<file path="src/rtl/bp_meta_queue_pkg.sv">
// Shared sizing helpers for the branch-predictor metadata queue.
package bp_meta_queue_pkg;
    localparam int unsigned DEFAULT_DEPTH = 8;

    function automatic int unsigned ptr_w(input int unsigned depth);
        return (depth > 1) ? $clog2(depth) : 1;
    endfunction

    // Packed entry layout is {pc, pred_taken, metadata}.
    function automatic int unsigned entry_w(input int unsigned vlen,
                                            input int unsigned meta_w);
        return vlen + 1 + meta_w;
    endfunction

    localparam int unsigned DEFAULT_PTR_W = ptr_w(DEFAULT_DEPTH);
endpackage

</file>
<file path="src/rtl/config_pkg.sv">
// Minimal core configuration slice: only the fields this queue consumes.
package config_pkg;
    typedef struct packed {
        int unsigned VLEN;
    } cva6_cfg_t;

    localparam cva6_cfg_t cva6_cfg_empty = '{VLEN: 32'd32};
endpackage

</file>
<file path="src/rtl/bp_meta_queue_ram.sv">
// DEPTH-entry register array, one write port and one asynchronous read port.
module bp_meta_queue_ram
    import bp_meta_queue_pkg::*;
#(
    parameter int unsigned DEPTH = DEFAULT_DEPTH,
    parameter int unsigned WIDTH = 1,
    localparam int unsigned AW = ptr_w(DEPTH)
) (
    input  logic             i_clk,
    input  logic             i_we,
    input  logic [AW-1:0]    i_waddr,
    input  logic [WIDTH-1:0] i_wdata,
    input  logic [AW-1:0]    i_raddr,
    output logic [WIDTH-1:0] o_rdata
);
    logic [WIDTH-1:0] r_mem [DEPTH];

    always_ff @(posedge i_clk) begin
        if (i_we) begin
            r_mem[i_waddr] <= i_wdata;
        end
    end

    assign o_rdata = r_mem[i_raddr];
endmodule

</file>
<file path="src/rtl/bp_meta_queue.sv">
// In-order predictor metadata queue; resolves drive a registered BHT update.
// Define BP_META_QUEUE_STATS_EN to add resolve/mispredict statistics ports.
module bp_meta_queue
    import bp_meta_queue_pkg::*;
#(
    parameter config_pkg::cva6_cfg_t CVA6Cfg = config_pkg::cva6_cfg_empty,
    parameter type bht_update_t  = logic,
    parameter type bp_metadata_t = logic,
    parameter int unsigned DEPTH = DEFAULT_DEPTH
) (
    input  logic                             clk_i,
    input  logic                             rst_i,
    input  logic                             flush_i,
    input  logic                             debug_mode_i,
    input  logic                             push_valid_i,
    output logic                             push_ready_o,
    input  logic [CVA6Cfg.VLEN-1:0]          push_pc_i,
    input  logic                             push_taken_i,
    input  logic [$bits(bp_metadata_t)-1:0]  push_meta_i,
    input  logic                             resolve_valid_i,
    output logic                             resolve_ready_o,
    input  logic                             resolve_taken_i,
    output bht_update_t                      bht_update_o,
    output logic                             mispredict_o,
    output logic [$clog2(DEPTH):0]           count_o
`ifdef BP_META_QUEUE_STATS_EN
    ,
    output logic [31:0]                      stats_resolved_o,
    output logic [31:0]                      stats_mispredict_o
`endif
);
    localparam int unsigned VLEN   = CVA6Cfg.VLEN;
    localparam int unsigned META_W = $bits(bp_metadata_t);
    localparam int unsigned PTR_W  = ptr_w(DEPTH);
    localparam int unsigned CNT_W  = $clog2(DEPTH) + 1;
    localparam int unsigned ENT_W  = entry_w(VLEN, META_W);

    typedef struct packed {
        logic [VLEN-1:0]   pc;
        logic              pred_taken;
        logic [META_W-1:0] meta;
    } entry_t;

    // Same field order as the predictor's update struct.
    typedef struct packed {
        logic              valid;
        logic [VLEN-1:0]   pc;
        logic              taken;
        logic [META_W-1:0] meta;
    } upd_t;

    logic [PTR_W-1:0] r_wptr;
    logic [PTR_W-1:0] r_rptr;
    logic [CNT_W-1:0] r_count;
    upd_t             r_upd;
    logic             r_mis;

    entry_t           w_wentry;
    logic [ENT_W-1:0] w_rdata;
    entry_t           w_head;
    logic             w_push;
    logic             w_pop;
    logic             w_mis;

    assign push_ready_o    = (r_count != CNT_W'(DEPTH));
    assign resolve_ready_o = (r_count != '0);

    assign w_push = push_valid_i && push_ready_o && !flush_i;
    assign w_pop  = resolve_valid_i && resolve_ready_o && !flush_i;

    assign w_wentry = '{pc: push_pc_i, pred_taken: push_taken_i,
                        meta: push_meta_i};
    assign w_head   = entry_t'(w_rdata);
    assign w_mis    = w_pop && (w_head.pred_taken != resolve_taken_i);

    bp_meta_queue_ram #(
        .DEPTH (DEPTH),
        .WIDTH (ENT_W)
    ) u_ram (
        .i_clk   (clk_i),
        .i_we    (w_push),
        .i_waddr (r_wptr),
        .i_wdata (w_wentry),
        .i_raddr (r_rptr),
        .o_rdata (w_rdata)
    );

    always_ff @(posedge clk_i or posedge rst_i) begin
        if (rst_i) begin
            r_wptr  <= '0;
            r_rptr  <= '0;
            r_count <= '0;
            r_upd   <= '0;
            r_mis   <= 1'b0;
        end else if (flush_i) begin
            r_wptr    <= '0;
            r_rptr    <= '0;
            r_count   <= '0;
            r_upd.valid <= 1'b0;
            r_mis     <= 1'b0;
        end else begin
            if (w_push) begin
                r_wptr <= r_wptr + PTR_W'(1);
            end
            if (w_pop) begin
                r_rptr <= r_rptr + PTR_W'(1);
            end
            unique case ({w_push, w_pop})
                2'b10:   r_count <= r_count + CNT_W'(1);
                2'b01:   r_count <= r_count - CNT_W'(1);
                default: r_count <= r_count;
            endcase
            // Payload holds its last value between resolves; only valid drops.
            r_upd.valid <= 1'b0;
            r_mis       <= w_mis;
            if (w_pop) begin
                r_upd <= '{valid: !debug_mode_i, pc: w_head.pc,
                           taken: resolve_taken_i, meta: w_head.meta};
            end
        end
    end

    assign bht_update_o = bht_update_t'(r_upd);
    assign mispredict_o = r_mis;
    assign count_o      = r_count;

`ifdef BP_META_QUEUE_STATS_EN
    logic [31:0] r_stat_res;
    logic [31:0] r_stat_mis;

    // Counters survive flush; only reset clears them.
    always_ff @(posedge clk_i or posedge rst_i) begin
        if (rst_i) begin
            r_stat_res <= '0;
            r_stat_mis <= '0;
        end else begin
            if (w_pop && (r_stat_res != 32'hFFFF_FFFF)) begin
                r_stat_res <= r_stat_res + 32'd1;
            end
            if (w_mis && (r_stat_mis != 32'hFFFF_FFFF)) begin
                r_stat_mis <= r_stat_mis + 32'd1;
            end
        end
    end

    assign stats_resolved_o   = r_stat_res;
    assign stats_mispredict_o = r_stat_mis;
`endif
endmodule

</file>
<file path="config.mk">
export PLATFORM = sky130hd
export DESIGN_NAME = bp_meta_queue
export DESIGN_NICKNAME = d
export VERILOG_FILES = /design/src/rtl/bp_meta_queue_pkg.sv /design/src/rtl/config_pkg.sv /design/src/rtl/bp_meta_queue_ram.sv /design/src/rtl/bp_meta_queue.sv
export SDC_FILE = /design/constraint.sdc
export NUM_CORES = 1
export LEC_CHECK = 0
export BUFFER_PORTS_ARGS = -buffer_cell sky130_fd_sc_hd__clkbuf_2
export CAP_MARGIN = 20
export CORE_ASPECT_RATIO = 0.75
export CORE_MARGIN = 2
export CORE_UTILIZATION = 50
export CTS_BUF_LIST = sky130_fd_sc_hd__clkbuf_2 sky130_fd_sc_hd__clkbuf_4 sky130_fd_sc_hd__clkbuf_8
export CTS_CLUSTER_DIAMETER = 50
export DETAILED_ROUTE_END_ITERATION = 6
export GPL_TIMING_DRIVEN = 0
export HOLD_SLACK_MARGIN = 0.12
export PLACE_DENSITY = 0.69
export SKIP_LAST_GASP = 1
export SLEW_MARGIN = 20
export SYNTH_ARGS = -nofsm -noshare
export SYNTH_HDL_FRONTEND = slang
export SYNTH_HIERARCHICAL = 1
export SYNTH_SLANG_ARGS = --single-unit
</file>
<file path="constraint.sdc">
create_clock -name clk_i -period 10.35 [get_ports clk_i]
set_input_delay 0 -clock clk_i [delete_from_list [all_inputs] [get_ports clk_i]]
set_output_delay 0 -clock clk_i [all_outputs]
set_load 0.03 [all_outputs]
</file>
==> results of run 1 <==
## cell type report
class                   instances  area, um^2  share of cell area, %
flip-flops and latches         28         781                   47.6
multi-input cells              72         571                   34.8
repair buffers                 19         120                   7.32
plain buffers                  10        66.3                   4.04
clock buffers                   4        55.1                   3.35
well taps                      36        45.0                   2.74
inverters                       1        3.75                  0.229
## repair_timing
action / CTS / global route
endpoints found under the hold margin: 30 / 0
endpoints found under the setup margin: 0 / 0
hold buffers: 5 / 0
buffers inserted: 0 / 0
## through the flow
step,area [um^2],power [W],worst slack (ps)
CTS,1640,0.000381,7260
floorplan,1420,0.000277,7510
detailed placement,1540,0.000313,7310
global placement,1540,0.000308,7350
global route,1640,0.000401,7030
finish,1640,0.000379,7220
## cells in the final DEF, fill, tap and decap left out, types with 2 or more instances in the layout
master,count
nand3_1,4
edfxtp_1,16
dlygate4sd3_1,5
clkbuf_1,4
nor2_1,17
xor2_1,3
ha_1,4
mux4_2,4
a211oi_1,2
dfrtp_1,12
xnor2_1,4
or4b_1,2
mux2_2,3
nor3_1,4
nand2_1,5
clkbuf_2,14
nand2b_1,3
mux2i_1,4
clkbuf_8,4
buf_2,4
a21oi_1,3
## path summary, 6_finish.rpt
path                       cells after the start           end         start
setup / recovery                               8    count_o[3]    count_o[0]
hold / removal                                 3     r_wptr[1]  push_valid_i
setup reg to reg                               8    count_o[3]    count_o[0]
hold reg to reg                                1  bht_update_o  bht_update_o
max in group asynchronous                      3  bht_update_o         rst_i
min in group asynchronous                      3    count_o[1]         rst_i
## worst register-to-register path, cell delays in order (launching register included)
cell and delay, ps:
dfrtp_1 510, o41ai_2 810, nor2_1 180, and2_1 270, ha_1 340, a21oi_1 270
nand2_1 110, or4b_1 470, o311ai_1 80
## layer usage
| metal | share of wire, % | track usage (%) |
|---|---|---|
| met2 | 47 | 26.0 |
| met3 | 3.9 | 4.04 |
| met1 | 49 | 27.6 |
| met5 | 0 | 0 |
| met4 | 0 | 2.08 |
## power by group through the flow
stage | logic, W | registers (W) | clock network (W)
2_1_floorplan | 0.000104 | 0.000173 | 0
3_3_place_gp | 0.000149 | 0.000159 | 0
3_5_place_dp | 0.000153 | 0.000161 | 0
4_1_cts | 0.000156 | 0.000158 | 0.0000663
5_1_grt | 0.000170 | 0.000161 | 0.0000699
6_report | 0.000155 | 0.000159 | 0.0000643
## flip-flops by register name, summed over array words and instances (netlist names)
| name | count |
|---|---|
| bht_update_o | 1 |
| count_o | 4 |
| mispredict_o | 1 |
| r_rptr | 3 |
| r_wptr | 3 |
| u_ram/r_mem | 16 |
==> reports/metrics.yaml, run 1 <==
status: "finished, final reports clean"
grt_first_pass_wirelength_um: 4370
design.portCount: 49
cp_top_family: "compound AO/OA/AOI/OAI gates"
vias: 952
drv_slew: 0
dieArea_um2: 3290
core_area_um2: 2660
crit_slowest_cell: "o41ai_2"
numCtsBuffers: 3
rows: 16
cts.sinks: 28
stdcell_count: 170
syn2layout_area_growth_pct: 15.5
fillers: 219
cts_tree: "built"
seqPwrFrac_pct: 42.0
worst_slew_pin_slew_ps: 781
combPwrFrac_pct: 41.0
fin_crit_ps: 3130
max_stage_delay_ps: 810
hp-class: "input port to flip-flop"
port_buffers: 14
path_buf_inv: 0
hpwl_um: 2030
crit_type: "flip-flop to flip-flop"
die_x_um: 65.6
start_kind: "flip-flop"
setup_viol: 0
maxSlewHeadroom_pct: 47.3
peakVddDrop_mv: 0.135
root_buffer: "clkbuf_8"
hold_viol_final: 0
drv_cap: 0
crit_chain: "o41ai_2 > nor2_1 > and2_1 > ha_1 > a21oi_1 > nand2_1 > or4b_1 > o311ai_1"
reg2reg_setup_slack_ps: 7220
gp_congestion: 0.781
dp_cells: 161
rsz0062_at_grt: "false"
crit_arrival_ps: 3300
p_leak_nw: 0.682
worstSetupEndpointType: "flip-flop"
die_y_um: 50.2
syn_area_um2: 1420
vias_per_cell: 5.60
wl_um: 2610
cts_max_level: 1
drt_pre_antenna_iters: 4
grt_max_degree: 16
nNetsFinal: 181
track_usage_pct: 17.6
power_density_nw_per_um2: 231
clkLatencyLatePin_ps: 270
ant_nets: 0
cp_max_fo: 9
required_ps: 10520
ys_warn_count: 6
grt_pass1_vias: 942
diodes: 0
clock_power_share_pct: 17.0
finalSetupTns_ps: 0
avgSynthCellArea_um2: 12.8
whs_ps: 122
drt_iter0_drc: 62
swShare_pct: 37.1
synthCells: 111
synth_nets: 157
grt_overflow: 0
finish.utilization_pct: 61.7
switchingPower_w: 0.000141
antenna_found_initial: 0
path_clk_slew_ps: 80
drc: 0
start_util_pct: 53.4
fin_crit_sh_pct: 30.2
cts_resized: 0
cts_max_path_buffers: 2
routedWlPerCell_um: 15.3
internal-power_w: 0.000238
fmax_mhz: 320
layout-drive-gt1-share_pct: 25.4
fin_skew_ps: 1.77
Power figures use the tool's default switching activity.
==> run 2, diff against run 1 <==
==> constraint.sdc (replaced) <==
create_clock -name clk_i -period 3.11 [get_ports clk_i]
set_input_delay 0 -clock clk_i [delete_from_list [all_inputs] [get_ports clk_i]]
set_output_delay 0 -clock clk_i [all_outputs]
set_load 0.03 [all_outputs]
==> reports/metrics.yaml, run 2 (synthesis gave the netlist of run 1 again) <==
status: "finished, final reports clean"
max_stage_delay_ps: 580  # -230 ps
layout_common_cells: "nor2_1, edfxtp_1, clkbuf_2"
regArea_um2: 781  # unchanged
cts_max_level: 1  # unchanged
power_density_nw_per_um2: 770  # +230%
finalSetupTns_ps: 0  # unchanged
drt_pre_antenna_iters: 4  # unchanged
final.setup.worst_slack_ps: 173  # -7050 ps
ant_nets: 0  # unchanged
dp_cells: 161  # unchanged
p_leak_nw: 0.686  # +0.54%
final_common_cell: "nor2_1"
dieArea_um2: 3290  # unchanged
maxSlewHeadroom_pct: 66.1  # +19 points
whs_ps: 125  # +3.50 ps
die_x_um: 65.6  # unchanged
fin_crit_sh_pct: 94.4  # +64 points
path_buf_inv: 1  # +1
crit_type: "flip-flop to flip-flop"
routedWlPerCell_um: 15.3  # -0.19%
r2r_cells: 9  # +1
path_clk_slew_ps: 80  # about the same
vias: 941  # -1.2%
core_area_um2: 2660  # unchanged
cp_top_family: "simple AND/OR/NAND/NOR gates"
fillers: 221  # +0.91%
design.portCount: 49  # unchanged
peakVddDrop_mv: 0.464  # +240%
drv_slew: 0  # unchanged
grt_first_pass_wirelength_um: 4370  # unchanged
layout-drive-gt1-share_pct: 26.1  # +0.75 points
start_kind: "flip-flop"
post-cts-setup-buffers: 0  # unchanged
multi_input_area_um2: 586  # +2.6%
crit_chain: "or4b_1 > buf_2 > nand2_1 > and2_1 > ha_1 > a21oi_2 > nand2_1 > or4b_1 > o311ai_1"
crit_arrival_ps: 3110  # -190 ps
numCtsBuffers: 3  # unchanged
hold_viol_final: 0  # unchanged
drv_cap: 0  # unchanged
crit_slowest_cell: "or4b_1"
required_ps: 3280  # -7240 ps
dp_slack_ps: 68.2  # -7240 ps
whs_path_depth: 3  # unchanged
nNetsFinal: 181  # unchanged
largest_reg_flops: 16  # unchanged
drt_iter0_drc: 58  # -6.5%
hpwl_um: 2030  # unchanged
cp_max_fo: 9  # unchanged
wl_um: 2600  # -0.19%
hp-class: "input port to flip-flop"
worst-path-stages: 9  # +1
cts.sinks: 28  # unchanged
root_buffer: "clkbuf_8"
fin_crit_ps: 2940  # -193 ps
die_y_um: 50.2  # unchanged
rows: 16  # unchanged
rsz0062_at_grt: "false"
total_power_w: 0.00128  # +240%
clkLatencyLatePin_ps: 270  # about the same
diodes: 0  # unchanged
syn2layout_area_growth_pct: 16.5
fmax_mhz: 340  # +6.6%
vias_per_cell: 5.54  # -1.2%
track_usage_pct: 17.6  # unchanged
port_buffers: 14  # unchanged
fin_skew_ps: 1.78  # +0.00111 ps
grt_max_degree: 16  # unchanged
start_util_pct: 53.4  # unchanged
gp_congestion: 0.781  # unchanged
regMostFlops: "u_ram/r_mem"
worst_slew_pin_slew_ps: 506  # -275 ps
cts_tree: "built"
antenna_found_initial: 0  # unchanged
worstSetupEndpointType: "flip-flop"
grt_pass1_vias: 942  # unchanged
setup_viol: 0  # unchanged
grt_overflow: 0  # unchanged
cts_max_path_buffers: 2  # unchanged
drc: 0  # unchanged
stdcell_count: 170  # unchanged
[run 2: cell counts in the layout (fill, tap and decap cells not counted)]
Identical to the previous run, type by type.
[run 2: path summary, 6_finish.rpt]
| check | start | to | slack (ps) |
|---|---|---|---|
| worst max-delay path | count_o[0] | count_o[3] | 170 |
| worst min-delay path | push_valid_i | r_wptr[1] | 130 |
| worst max register to register | count_o[0] | count_o[3] | 170 |
| worst min register to register | bht_update_o | bht_update_o | 520 |
| max in group asynchronous | rst_i | r_rptr[0] | 2520 |
| min in group asynchronous | rst_i | count_o[1] | 270 |
[run 2: layout make-up]
class                           count  share of cell area, %
Buffer                             10                   4.00
Clock buffer                        4                   3.32
Inverter                            1                  0.227
Multi-Input combinational cell     72                   35.3
Sequential cell                    28                   47.1
Tap cell                           36                   2.72
Timing Repair Buffer               19                   7.25
[run 2: routing by layer]
metal  track usage (%)  share of wire, %  up-vias
met4              2.08                 0        0
met3              4.04               4.8        0
met1              27.6                48      475
li1                  -                 -      443
met5                 0                 0        -
met2              26.0                47       23
[run 2: repair_timing]
| item | in CTS | in global routing |
|---|---|---|
| gates resized for setup | 0 | 2 |
| setup endpoints to repair | 0 | 1 |
| hold buffers | 5 | 0 |
| endpoints found under the hold margin | 30 | 0 |
[run 2: worst register-to-register path: stages (launching register included)]
cell and delay, ps:
dfrtp_1 530, or4b_1 580, buf_2 190, nand2_1 150, and2_1 240, ha_1 310, a21oi_2 200, nand2_1 90
or4b_1 470, o311ai_1 80
[run 2: stage by stage]
stage / instance area [um^2] / utilization, %
CTS: 1640 / 61.7
detailed placement: 1540 / 57.7
global route: 1660 / 62.2
global placement: 1540 / 57.7
floorplan: 1420 / -
finish: 1660 / 62.2
[run 2: report_power, final]
group	switching (W)	internal, W
clock network	0.000101	0.000113
logic	0.000282	0.000242
registers	0.0000934	0.000444
==> run 3, diff against run 2 <==
--- a/config.mk
+++ b/config.mk
@@ -16,6 +16,7 @@
 export GPL_TIMING_DRIVEN = 0
 export HOLD_SLACK_MARGIN = 0.12
 export PLACE_DENSITY = 0.69
+export REMOVE_ABC_BUFFERS = 1
 export SKIP_LAST_GASP = 1
 export SLEW_MARGIN = 20
 export SYNTH_ARGS = -nofsm -noshare
==> reports/metrics.yaml, run 3 (synthesis gave the netlist of run 1 again) <==
cp_top_family: "compound AO/OA/AOI/OAI gates"
routedWlPerCell_um: 15.5  # +1.1%
finalSetupTns_ps: 0  # unchanged
crit_slowest_cell: "o41ai_4"
drt_pre_antenna_iters: 4  # unchanged
worst-path-stages: 8  # -1
final_area_um2: 1630  # -1.9%
root_buffer: "clkbuf_8"
regArea_um2: 781  # unchanged
peakVddDrop_mv: 0.394  # -15%
dieArea_um2: 3290  # unchanged
start_kind: "flip-flop"
crit_chain: "o41ai_4 > nor2_1 > and2_1 > ha_1 > a21oi_1 > nand2_1 > or4b_1 > o311ai_1"
cp_max_fo: 9  # unchanged
maxSlewHeadroom_pct: 61.9  # -4.2 points
power_density_nw_per_um2: 756  # -1.8%
hp-class: "input port to flip-flop"
setup_viol: 0  # unchanged
diodes: 0  # unchanged
m1WireLength_um: 1250  # -0.32%
largest_reg_flops: 16  # unchanged
syn2layout_area_growth_pct: 14.3
layout_common_cells: "nor2_1, edfxtp_1, clkbuf_2"
r2r_cells: 8  # -1
post-cts-setup-buffers: 0  # unchanged
rows: 16  # unchanged
grt_overflow: 0  # unchanged
placed_cell_area_um2: 1480  # -4.0%
path_buf_inv: 0  # -1
worst_slew_pin_slew_ps: 569  # +62.5 ps
design.portCount: 49  # unchanged
drv_slew: 0  # unchanged
path_clk_slew_ps: 90  # about the same
cts_max_level: 1  # unchanged
grt_pass1_vias: 884  # -6.2%
grt_first_pass_wirelength_um: 4110  # -6.0%
layout-drive-gt1-share_pct: 23.4  # -2.7 points
wl_met2_um: 1190  # -2.9%
fin_crit_ps: 2900  # -39.0 ps
track_usage_pct: 17.2  # -0.46 points
antenna_found_initial: 0  # unchanged
hold_viol_final: 0  # unchanged
numCtsBuffers: 3  # unchanged
start_util_pct: 53.4  # unchanged
multi_input_area_um2: 586  # unchanged
gp_congestion: 0.767  # -1.8%
fin_crit_sh_pct: 93.2  # -1.3 points
fillers: 215  # -2.7%
fmax_mhz: 345  # +1.3%
whs_path_depth: 4  # +1
crit_arrival_ps: 3060  # -50 ps
topRoutingLayerUsed: "met4"
drc: 0  # unchanged
regMostFlops: "u_ram/r_mem"
core_area_um2: 2660  # unchanged
max_stage_delay_ps: 660  # +80 ps
rsz0062_at_grt: "false"
wl_um: 2540  # -2.4%
fin_skew_ps: 5.40  # +3.63 ps
status: "finished, final reports clean"
final_common_cell: "nor2_1"
die_x_um: 65.6  # unchanged
crit_type: "flip-flop to flip-flop"
grt_max_degree: 16  # unchanged
cts_tree: "built"
worstSetupEndpointType: "flip-flop"
cts.sinks: 28  # unchanged
cts_max_path_buffers: 2  # unchanged
drv_cap: 0  # unchanged
die_y_um: 50.2  # unchanged
drt_iter0_drc: 55  # -5.2%
hpwl_um: 1810  # -11%
ant_nets: 0  # unchanged
total_power_w: 0.00123  # -3.6%
vias: 905  # -3.8%
nNetsFinal: 175  # -3.3%
port_buffers: 15  # +1
dr_wl_met3_um: 72  # -43%
required_ps: 3280  # about the same
whs_ps: 181  # +55.3 ps
clkLatencyLatePin_ps: 270  # about the same
p_leak_nw: 0.668  # -2.6%
vias_per_cell: 5.52  # -0.31%
## run 3: metal layers
layer	track usage, %	vias up
met1	23.5	459
met5	0	-
met3	4.04	4
met2	27.6	12
li1	-	430
met4	5.21	0
## run 3: path summary, 6_finish.rpt
path	startpoint	end	slack, ps
min in group asynchronous	rst_i	r_rptr[0]	280
worst min-delay path	resolve_valid_i	r_rptr[0]	180
worst max register to register	count_o[0]	count_o[3]	210
worst min register to register	bht_update_o	bht_update_o	550
worst max-delay path	count_o[0]	count_o[3]	210
max in group asynchronous	rst_i	bht_update_o	2500
## run 3: cell type report
| type | count | share of cell area [%] |
|---|---|---|
| clock buffer | 4 | 3.39 |
| sequential | 28 | 48.0 |
| timing repair buffer | 23 | 9.55 |
| inverter | 1 | 0.231 |
| multi-input combinational | 72 | 36.0 |
| tap | 36 | 2.77 |
## run 3: what timing repair did
action                                  CTS  global route
hold endpoints to repair                 38             0
endpoints found under the setup margin    0             1
resized for setup                         0             2
hold buffers                              8             0
## run 3: worst register-to-register path, delay by kind of cell, from the launching register on
| family | cells | cell delay (ps) |
|---|---|---|
| AND/OR/NAND/NOR | 4 | 920 |
| flip-flops | 1 | 530 |
| AO/OA/AOI/OAI | 3 | 1020 |
| adder cells (fa/ha/maj) | 1 | 330 |
## run 3: metrics by stage
stage                     setup WS [ps]  util (%)  std cells
after floorplan                     138         -        101
after global placement              147      55.4        152
after detailed placement           79.1      55.4        152
after CTS                          46.8      60.5        164
after global routing               1.90      61.0        164
final                               212      61.0        164
## run 3: power breakdown
part           switching, W  internal [W]  total (W)  leakage, nW
logic              0.000256      0.000209   0.000466        0.335
clock network      0.000102      0.000113   0.000215       0.0288
registers          0.000105      0.000444   0.000548        0.305
total              0.000463      0.000766    0.00123        0.668
